<file path="config.mk">
export PLATFORM = sky130hd
export DESIGN_NAME = priority_encoder_seq_flat
export DESIGN_NICKNAME = d
export VERILOG_FILES = /design/src/rtl/priority_encoder_seq_if.sv /design/src/rtl/priority_encoder_seq.sv /design/src/flat_wrapper.sv
export SDC_FILE = /design/constraint.sdc
export NUM_CORES = 1
export LEC_CHECK = 0
export CORE_ASPECT_RATIO = 1.5
export CORE_UTILIZATION = 35
export DETAILED_ROUTE_END_ITERATION = 6
export SYNTH_ARGS = -nofsm -noshare
export SYNTH_HDL_FRONTEND = slang
export SYNTH_SLANG_ARGS = --single-unit
export TNS_END_PERCENT = 5
</file>
<file path="constraint.sdc">
create_clock -name clk -period 2.2 [get_ports clk]
set_input_delay 0.44 -clock clk [delete_from_list [all_inputs] [get_ports clk]]
set_output_delay 0.44 -clock clk [all_outputs]
set_load 0.05 [all_outputs]
</file>
<file path="src/rtl/priority_encoder_seq_if.sv">
// Valid/ready bundle for the sequential 8-to-3 priority encoder.
// The slave side is the encoder and the master side is the producer/consumer pair.
interface priority_encoder_seq_if;
    logic [7:0] in;
    logic       in_valid;
    logic       in_ready;
    logic [2:0] out;
    logic       out_valid;
    logic       out_ready;
    logic       out_last;
    logic       err_zero;

    modport master (
        output in, in_valid, out_ready,
        input  in_ready, out, out_valid, out_last, err_zero
    );

    modport slave (
        input  in, in_valid, out_ready,
        output in_ready, out, out_valid, out_last, err_zero
    );
endinterface

</file>
<file path="src/rtl/priority_encoder_seq.sv">
// Serializes an 8-bit request vector into its set-bit indices, lowest first.
// Define PRIORITY_ENCODER_SEQ_B2B_EN to accept the next vector on the final beat.
module priority_encoder_seq (
    input  logic                          clk,
    input  logic                          rst,
    priority_encoder_seq_if.slave         bus
);
    typedef enum logic {StIdle, StEmit} state_e;

    state_e     r_state;
    state_e     w_state_next;
    logic [7:0] r_pending;
    logic [7:0] w_pending_next;
    logic       r_err_zero;
    logic       w_err_zero_next;
    logic [2:0] w_idx;
    logic       w_last;
    logic       w_in_ready;
    logic       w_accept;
    logic       w_beat;

    always_comb begin
        w_idx = 3'd0;
        for (int i = 7; i >= 0; i--) begin
            if (r_pending[i]) w_idx = 3'(i);
        end
    end

    // Exactly one bit set: clearing the lowest set bit leaves nothing.
    assign w_last = (r_pending != 8'd0) && ((r_pending & (r_pending - 8'd1)) == 8'd0);

    always_comb begin
        w_in_ready = 1'b0;
        if (!rst) begin
            if (r_state == StIdle) begin
                w_in_ready = 1'b1;
            end else begin
`ifdef PRIORITY_ENCODER_SEQ_B2B_EN
                w_in_ready = w_last && bus.out_ready;
`else
                w_in_ready = 1'b0;
`endif
            end
        end
    end

    assign w_accept = bus.in_valid && w_in_ready;
    assign w_beat   = (r_state == StEmit) && bus.out_ready;

    always_comb begin
        w_state_next    = r_state;
        w_pending_next  = r_pending;
        w_err_zero_next = w_accept && (bus.in == 8'd0);
        unique case (r_state)
            StIdle: begin
                if (w_accept && (bus.in != 8'd0)) begin
                    w_pending_next = bus.in;
                    w_state_next   = StEmit;
                end
            end
            StEmit: begin
                if (w_beat) begin
                    if (w_last) begin
                        w_pending_next = 8'd0;
                        w_state_next   = StIdle;
                        if (w_accept && (bus.in != 8'd0)) begin
                            w_pending_next = bus.in;
                            w_state_next   = StEmit;
                        end
                    end else begin
                        w_pending_next = r_pending & ~(8'd1 << w_idx);
                    end
                end
            end
            default: begin
                w_state_next   = StIdle;
                w_pending_next = 8'd0;
            end
        endcase
    end

    always_ff @(posedge clk) begin
        if (rst) begin
            r_state    <= StIdle;
            r_pending  <= 8'd0;
            r_err_zero <= 1'b0;
        end else begin
            r_state    <= w_state_next;
            r_pending  <= w_pending_next;
            r_err_zero <= w_err_zero_next;
        end
    end

    assign bus.in_ready  = w_in_ready;
    assign bus.out_valid = (r_state == StEmit);
    assign bus.out       = w_idx;
    assign bus.out_last  = (r_state == StEmit) && w_last;
    assign bus.err_zero  = r_err_zero;
endmodule

</file>
<file path="src/flat_wrapper.sv">
// flat-port wrapper written by rule: the top's interface ports become plain ports
module priority_encoder_seq_flat 
  (clk, rst, bus_in, bus_in_valid, bus_out_ready, bus_in_ready, bus_out, bus_out_valid, bus_out_last, bus_err_zero);
  priority_encoder_seq_if bus_i ();
  input  logic clk;
  input  logic rst;
  input wire logic [$bits(bus_i.in)-1:0] bus_in;
  input wire logic [$bits(bus_i.in_valid)-1:0] bus_in_valid;
  input wire logic [$bits(bus_i.out_ready)-1:0] bus_out_ready;
  output wire logic [$bits(bus_i.in_ready)-1:0] bus_in_ready;
  output wire logic [$bits(bus_i.out)-1:0] bus_out;
  output wire logic [$bits(bus_i.out_valid)-1:0] bus_out_valid;
  output wire logic [$bits(bus_i.out_last)-1:0] bus_out_last;
  output wire logic [$bits(bus_i.err_zero)-1:0] bus_err_zero;
  assign bus_i.in = bus_in;
  assign bus_i.in_valid = bus_in_valid;
  assign bus_i.out_ready = bus_out_ready;
  assign bus_in_ready = bus_i.in_ready;
  assign bus_out = bus_i.out;
  assign bus_out_valid = bus_i.out_valid;
  assign bus_out_last = bus_i.out_last;
  assign bus_err_zero = bus_i.err_zero;
  priority_encoder_seq u_core (.clk(clk), .rst(rst), .bus(bus_i));
endmodule
</file>
==> results of run 1 <==
==> flip-flops by register name, summed over array words and instances, names as in the netlist <==
signal	count
u_core.r_pending	8
u_core.bus.out_valid	1
u_core.bus.err_zero	1
==> path summary, 6_finish.rpt <==
path | startpoint | to | slack (ns) | cells past startpoint
setup reg to reg | u_core.r_pending[1]$_SDFFE_PP0P_ | u_core.bus.out_valid$_SDFF_PP0_ | 0.55 | 7
hold / removal | u_core.r_pending[7]$_SDFFE_PP0P_ | u_core.r_pending[7]$_SDFFE_PP0P_ | 0.50 | 2
setup / recovery | u_core.r_pending[7]$_SDFFE_PP0P_ | bus_out_last | -0.05 | 5
hold reg to reg | u_core.r_pending[7]$_SDFFE_PP0P_ | u_core.r_pending[7]$_SDFFE_PP0P_ | 0.50 | 2
==> worst register-to-register path, stage by stage, from the launching register on <==
cell and delay [ns]:
sky130_fd_sc_hd__dfxtp_2 0.34, sky130_fd_sc_hd__nor4_4 0.34, sky130_fd_sc_hd__or4_1 0.18, sky130_fd_sc_hd__a21oi_1 0.07, sky130_fd_sc_hd__a31o_1 0.22, sky130_fd_sc_hd__buf_4 0.13
sky130_fd_sc_hd__buf_4 0.12, sky130_fd_sc_hd__a211oi_2 0.16
==> routing by layer <==
layer	part of all wire, %	wire length (microns)	up-vias	track usage (%)
li1	-	-	368	-
met1	42	762	329	21.2
met2	52	960	27	33.9
met3	4.3	79	4	4.74
met4	1.6	29	0	7.65
met5	0	0	-	0
==> what timing repair did <==
item / CTS / global route
setup endpoints to repair: 1 / 1
buffers inserted: 2 / 1
gates resized for setup: 5 / 1
pin swaps: 2 / 3
==> area by class of cell <==
class | instances | area (sq um) | area share (%)
Inverter | 1 | 3.75 | 0.358
Timing Repair Buffer | 30 | 308 | 29.4
Clock buffer | 4 | 36.3 | 3.46
Sequential cell | 10 | 205 | 19.6
Tap cell | 21 | 26.3 | 2.51
Multi-Input combinational cell | 67 | 468 | 44.7
==> cells in the final DEF (no fill, tap or decap), drive strengths merged, types with 2 or more instances in the layout <==
| master | n |
|---|---|
| and3 | 3 |
| nor3 | 3 |
| o21ai | 5 |
| a21oi | 6 |
| a22oi | 4 |
| buf | 17 |
| a211o | 2 |
| nor4 | 3 |
| dfxtp | 10 |
| nor2b | 4 |
| clkdlybuf4s50 | 13 |
| o311ai | 2 |
| nand2 | 11 |
| a211oi | 2 |
| clkbuf | 4 |
| nand2b | 2 |
| o31a | 2 |
| nor2 | 9 |
==> power breakdown <==
group | switching (mW) | total [mW] | internal [mW]
registers | 0.0164 | 0.213 | 0.196
clock network | 0.0693 | 0.170 | 0.101
logic | 0.173 | 0.337 | 0.164
total | 0.259 | 0.720 | 0.461
==> kinds of logic after synthesis <==
kind of cell	Yosys count	synth area share, %
flops	10	29.1
compound gates	28	32.6
simple gates	39	33.7
buf+inv	6	4.55
==> synth_stat cells (all sizes together) <==
library cell / count / area [sq um]
dfxtp: 10 / 200
a221o: 1 / 10.0
a211oi: 2 / 32.5
nor3: 3 / 15.0
or4: 1 / 7.51
o311a: 1 / 10.0
nor3b: 1 / 18.8
nand3: 1 / 5.00
o311ai: 2 / 17.5
and2b: 1 / 7.51
a22oi: 4 / 30.0
a31oi: 1 / 6.26
a21oi: 6 / 30.0
nand2: 11 / 41.3
a211o: 2 / 17.5
a21boi: 1 / 18.8
nor2: 9 / 33.8
nor4: 3 / 46.3
a31o: 1 / 8.76
nor2b: 4 / 25.0
o21ai: 5 / 25.0
o31a: 2 / 17.5
nand2b: 2 / 12.5
buf: 5 / 27.5
and3: 3 / 18.8
inv: 1 / 3.75
==> results.txt, run 1 <==
----------------------------------------------------
[Yosys]
  Sequential fraction of the synthesis area ... around 29%
  Synth unique cells ... 31
  Area of the mapped netlist ... approximately 690 sq um
  Register bit count reported by yosys ... 10
  Synthesized netlist net count ... 95
  Number of warning messages in the yosys log ... 0
  Number of instances in the synthesized netlist ... a little over 80
  Average footprint of a synthesized cell ... around 8.3 sq um

[Routing]
  Routed via count ... roughly 730
  Detailed-router iteration count before antenna repair ... 4
  Total detailed-routing wirelength ... 1.83 mm
  Violation count after the first detailed-routing iteration ... 17
  Routed length per placed instance ... around 14 microns
  Remaining routing DRC violations ... 0
  Via density per instance ... 5.47
  DRT antenna net count ... 0

[Critical path]
  Highest-delay cell along the critical path ... sky130_fd_sc_hd__or4_1
  Cell-by-cell listing of the critical path ... or4_1 -> a21oi_1 -> a31o_1 -> and3_4 -> buf_12
  Signal arrival time at the worst endpoint ... 1.81 ns
  Max incr delay on CP ... about 0.52 ns
  Critical Path End Type ... primary output
  Critical path fanouts, max ... 7
  Buf+Inv Stages, Crit Path ... 1
  Worst path required time ... 1.76 ns
  Critical Path Source Type ... flip-flop
  Type of the setup path with the least slack ... flip-flop to primary output
  Worst path top cell family by delay ... simple AND/OR/NAND/NOR gates

[STA]
  Post-Route Hold Slack ... approximately 0.5 ns
  Setup ws final ... -0.0506 ns
  Endpoints failing setup ... 1
  Worst rel slew slack ... 66.9%
  Setup TNS Final ... -0.0506 ns
  Worst-case clock skew ... approximately 0.013 ns
  Setup repair after global routing missed its margin ... yes
  Number of slew-limit violations in the final report ... 0
  Post-route fraction of the period consumed by the critical path ... 102%
  Peak clock frequency supported by timing ... 0.444 GHz
  Number of failing hold endpoints at the final stage ... 0
  Final min period ... 2.25 ns
  Slew at the pin with the worst max-slew slack ... 0.495 ns

[Global route]
  GRT Overall Usage ... about a fifth
  Number of antenna violations at the first check in global routing ... 0
  Remaining Overflow, GRT ... 0
  First-pass GRT wire length ... 2.97 mm
  Maximum number of pins on one net before global-route repair ... 10
  Vias in the first global route ... around 670

[Power and ir drop]
  Maximum VDD drop ... between 0.4 and 0.5 mV
  Overall power of the completed layout ... 720 uW
  Areal power density over the cells ... approximately 690 nW/um^2
  Leakage dissipation ... 0.436 nW

[Finish]
  Area Growth Syn to Fin ... 52.5%
  Fraction of layout cells with a size suffix above 1 ... 30.4%
  Number of diodes added for antenna fixing ... 0
  Finished Layout Cells ... ~130
  Share of the core filled with cells ... between 50% and 60%
  Fillers ... roughly 160
  # nets final ... between 100 and 150
  Finished layout cell area ... 1050 sq um

[CTS]
  Number of H-tree branching levels ... 1
  Clock slew at the register clock pins of the worst setup and hold paths ... about 0.080 ns
  Sink count of the clock tree ... 10
  Clock network latency to the later pin of the worst-skew pair ... 0.27 ns
  TritonCTS Buffers ... 3
  CTS tree ... yes
  Clk root buf ... sky130_fd_sc_hd__clkbuf_4
  Hold-fix buffers, CTS ... 0
  Max Buffers Root-to-Sink ... 2

[Job]
  Number of max-cap violations ... 0

[Place]
  Worst slack, placed ... slightly below 0.09 ns
  Number of placed cells counting well taps ... between 100 and 150
  Gpl congestion ... around 0.8
  Count of input and output buffers ... 18
  Detailed Place HPWL ... ~1.4 mm
  Standard cell area after detailed placement ... just under 1000 sq um

[Hold path]
  Worst hold path class ... flip-flop to flip-flop

[Floorplan]
  Starting utilization of the core area ... a little under two fifths
  Cell row count ... 19
  Full die area ... about 2100 sq um
  I/O Pins ... 19
  Die X-Extent ... between 30 and 40 microns
  Die height ... 56.3 microns
  Core box area ... ~1800 sq um

[Status]
  Violated checks ... setup timing
  Run status ... finished, violations left

----------------------------------------------------
(Power assumes the default switching activity.)
==> run 2, diff against run 1 <==
--- a/config.mk
+++ b/config.mk
@@ -5,9 +5,9 @@
 export SDC_FILE = /design/constraint.sdc
 export NUM_CORES = 1
 export LEC_CHECK = 0
-export CORE_ASPECT_RATIO = 1.5
-export CORE_UTILIZATION = 35
+export CORE_UTILIZATION = 40
 export DETAILED_ROUTE_END_ITERATION = 6
+export PLACE_DENSITY = 0.69
 export SYNTH_ARGS = -nofsm -noshare
 export SYNTH_HDL_FRONTEND = slang
 export SYNTH_SLANG_ARGS = --single-unit
==> results.txt, run 2 (same netlist as run 1, synthesis figures left out) <==
----------------------------------------------------
[Status]
  Violated checks ... DRC
  Run status ... finished, violations left

[Routing]
  Violation count after the first detailed-routing iteration ... 28 (+11)
  Routed length per placed instance ... 14.0 microns (+1.7%)
  DRT antenna net count ... 0 (unchanged)
  Remaining routing DRC violations ... 2 (+2)
  Via density per instance ... 5.91 (+8.0%)
  Detailed-router iteration count before antenna repair ... 6 (+2)
  Routed via count ... 739 (+1.5%)
  Total detailed-routing wirelength ... 1.75 mm (-4.4%)

[Power and ir drop]
  Leakage dissipation ... 0.417 nW (-4.5%)
  Maximum VDD drop ... 0.421 mV (-6.6%)
  Areal power density over the cells ... 656 nW/um^2 (-4.6%)
  Overall power of the completed layout ... 657 uW (-8.8%)

[Global route]
  Maximum number of pins on one net before global-route repair ... 10 (unchanged)
  First-pass GRT wire length ... 2.90 mm (-2.3%)
  Number of antenna violations at the first check in global routing ... 0 (unchanged)
  GRT Overall Usage ... 21.2% (+1.7 points)
  Vias in the first global route ... 711 (+5.5%)
  Remaining Overflow, GRT ... 0 (unchanged)

[CTS]
  Max Buffers Root-to-Sink ... 2 (unchanged)
  CTS tree ... yes
  Sink count of the clock tree ... 10 (unchanged)
  Hold-fix buffers, CTS ... 0 (unchanged)
  TritonCTS Buffers ... 3 (unchanged)
  Number of H-tree branching levels ... 1 (unchanged)
  Clock slew at the register clock pins of the worst setup and hold paths ... 0.06 ns (-0.02 ns)
  Clock network latency to the later pin of the worst-skew pair ... 0.27 ns (about the same)
  Clk root buf ... sky130_fd_sc_hd__clkbuf_4

[Critical path]
  Total number of cells along the worst setup path ... 5 (unchanged)
  Critical register-to-register path startpoint ... u_core.r_pending[0]$_SDFFE_PP0P_
  Signal arrival time at the worst endpoint ... 1.75 ns (-0.06 ns)
  Worst reg2reg path endpoint ... u_core.r_pending[5]$_SDFFE_PP0P_
  Type of the setup path with the least slack ... flip-flop to primary output
  Worst path top cell family by delay ... simple AND/OR/NAND/NOR gates
  Worst setup slack for register-to-register paths ... 0.65 ns (+0.10 ns)
  Highest-delay cell along the critical path ... sky130_fd_sc_hd__or4_4
  Max incr delay on CP ... 0.52 ns (about the same)
  Buf+Inv Stages, Crit Path ... 1 (unchanged)
  Cell-by-cell listing of the critical path ... or4_4 -> a21oi_1 -> a31o_1 -> and3_4 -> buf_12
  Worst path required time ... 1.76 ns (about the same)
  Critical Path Source Type ... flip-flop
  Critical Path End Type ... primary output
  Critical path fanouts, max ... 7 (unchanged)
  Depth of the worst register-to-register path ... 5 (-2)

[Finish]
  Area Growth Syn to Fin ... 45.7%
  Fillers ... 140 (-14%)
  Number of flip-flops in the largest register ... 8 (unchanged)
  Most frequent standard cell in the layout excluding fill and tap cells ... sky130_fd_sc_hd__clkdlybuf4s50_1
  Number of diodes added for antenna fixing ... 0 (unchanged)
  Fraction of layout cells with a size suffix above 1 ... 30.3% (-0.082 points)
  Commonest non-fill, non-tap cells in the layout ... sky130_fd_sc_hd__clkdlybuf4s50_1 (13), sky130_fd_sc_hd__buf_4 (12), sky130_fd_sc_hd__nand2_1 (11), sky130_fd_sc_hd__nor2_1 (9), sky130_fd_sc_hd__a21oi_1 (6)
  Reg with most FFs ... u_core.r_pending
  # nets final ... 123 (-1.6%)

[STA]
  Post-Route Hold Slack ... 0.496 ns (-0.00195 ns)
  Number of slew-limit violations in the final report ... 0 (unchanged)
  Setup repair after global routing missed its margin ... yes
  Final min period ... 2.19 ns (-0.0571 ns)
  Slew at the pin with the worst max-slew slack ... 0.521 ns (+0.0253 ns)
  Setup ws final ... 0.00642 ns (+0.0571 ns)
  Endpoints failing setup ... 0 (-1)
  Peak clock frequency supported by timing ... 0.456 GHz (+2.6%)
  Worst-case clock skew ... 0.00756 ns (-0.00571 ns)
  Post-route fraction of the period consumed by the critical path ... 99.7% (-2.6 points)
  Number of failing hold endpoints at the final stage ... 0 (unchanged)
  Worst rel slew slack ... 65.0% (-1.9 points)

[Hold path]
  Beginning of the worst hold path ... u_core.r_pending[7]$_SDFFE_PP0P_
  Number of cells traversed by the worst hold path ... 2 (unchanged)
  Worst hold endpoint ... u_core.r_pending[7]$_SDFFE_PP0P_
  Worst hold path class ... flip-flop to flip-flop

[Floorplan]
  Starting utilization of the core area ... 44.1% (+6.5 points)
  Core box area ... 1560 sq um (-15%)
  Die X-Extent ... 43.4 microns (+14%)
  Die height ... 43.4 microns (-23%)
  Cell row count ... 14 (-5)
  Full die area ... 1890 sq um (-12%)
  I/O Pins ... 19 (unchanged)

[Place]
  Gpl congestion ... 0.821 (+3.2%)
  Count of input and output buffers ... 18 (unchanged)
  Worst slack, placed ... -0.0148 ns (-0.103 ns)
  Detailed Place HPWL ... 1.27 mm (-12%)

[Job]
  Number of max-cap violations ... 0 (unchanged)

----------------------------------------------------
[run 2: changes by cell type in the layout (fill, tap and decap cells not counted)]
cell                       change
sky130_fd_sc_hd__dfxtp_1       -2
sky130_fd_sc_hd__buf_12        -1
sky130_fd_sc_hd__buf_4         -1
sky130_fd_sc_hd__clkbuf_8      -1
sky130_fd_sc_hd__dfxtp_2       +1
sky130_fd_sc_hd__dfxtp_4       +1
sky130_fd_sc_hd__o311ai_1      +1
sky130_fd_sc_hd__o311ai_2      -1
sky130_fd_sc_hd__or4_1         -1
sky130_fd_sc_hd__or4_4         +1
[run 2: worst max path at each step]
stage	from	to	slack, ns
after floorplan	u_core.r_pending[5]$_SDFFE_PP0P_	bus_out_last	0.07
after global placement	bus_in[1]	u_core.r_pending[7]$_SDFFE_PP0P_	0.008
after detailed placement	bus_in[1]	u_core.r_pending[7]$_SDFFE_PP0P_	-0.01
after CTS	u_core.r_pending[7]$_SDFFE_PP0P_	bus_out_last	0.008
after global routing	u_core.r_pending[1]$_SDFFE_PP0P_	bus_out_last	-0.09
final	u_core.r_pending[7]$_SDFFE_PP0P_	bus_out_last	0.006
[run 2: report_power, final]
part	total (mW)	internal, mW	switching (mW)
registers	0.214	0.196	0.0180
logic	0.314	0.147	0.167
clock network	0.128	0.0632	0.0648
total	0.657	0.407	0.250
[run 2: final cells by class]
cell class                 instances  area [sq um]  area share (%)
tap                               16          20.0            2.00
inverter                           1          3.75           0.375
sequential                        10           210            21.0
multi-input combinational         67           464            46.4
clock buffer                       3          22.5            2.25
timing repair buffer              28           280            28.0
[run 2: per-stage QoR]
stage,TNS [ns],instances,instance area (sq um),utilization [%]
global route,-0.0864,125,1000,64.2
global placement,0,120,945,60.6
CTS,0,124,993,63.7
floorplan,0,83,687,-
finish,0,125,1000,64.2
detailed placement,-0.0297,120,945,60.6
[run 2: worst register-to-register path: cells and delay by family, from the launching register on]
| family | cells | cell delay [ns] |
|---|---|---|
| compound gates | 2 | 0.62 |
| flops | 1 | 0.34 |
| simple gates | 2 | 0.32 |
| buf+inv | 1 | 0.16 |
[run 2: repair_timing]
action | in CTS | in global routing
buffers inserted | 1 | 1
endpoints found under the setup margin | 1 | 1
resized for setup | 9 | 0
pin swaps | 1 | 1
cloned | 0 | 0
[run 2: routing by layer]
metal	vias up	track usage (%)	wire, microns
met1	315	24.0	779
met2	44	34.2	792
met4	0	16.9	62
met5	-	0	0
li1	367	-	-
met3	13	4.58	116
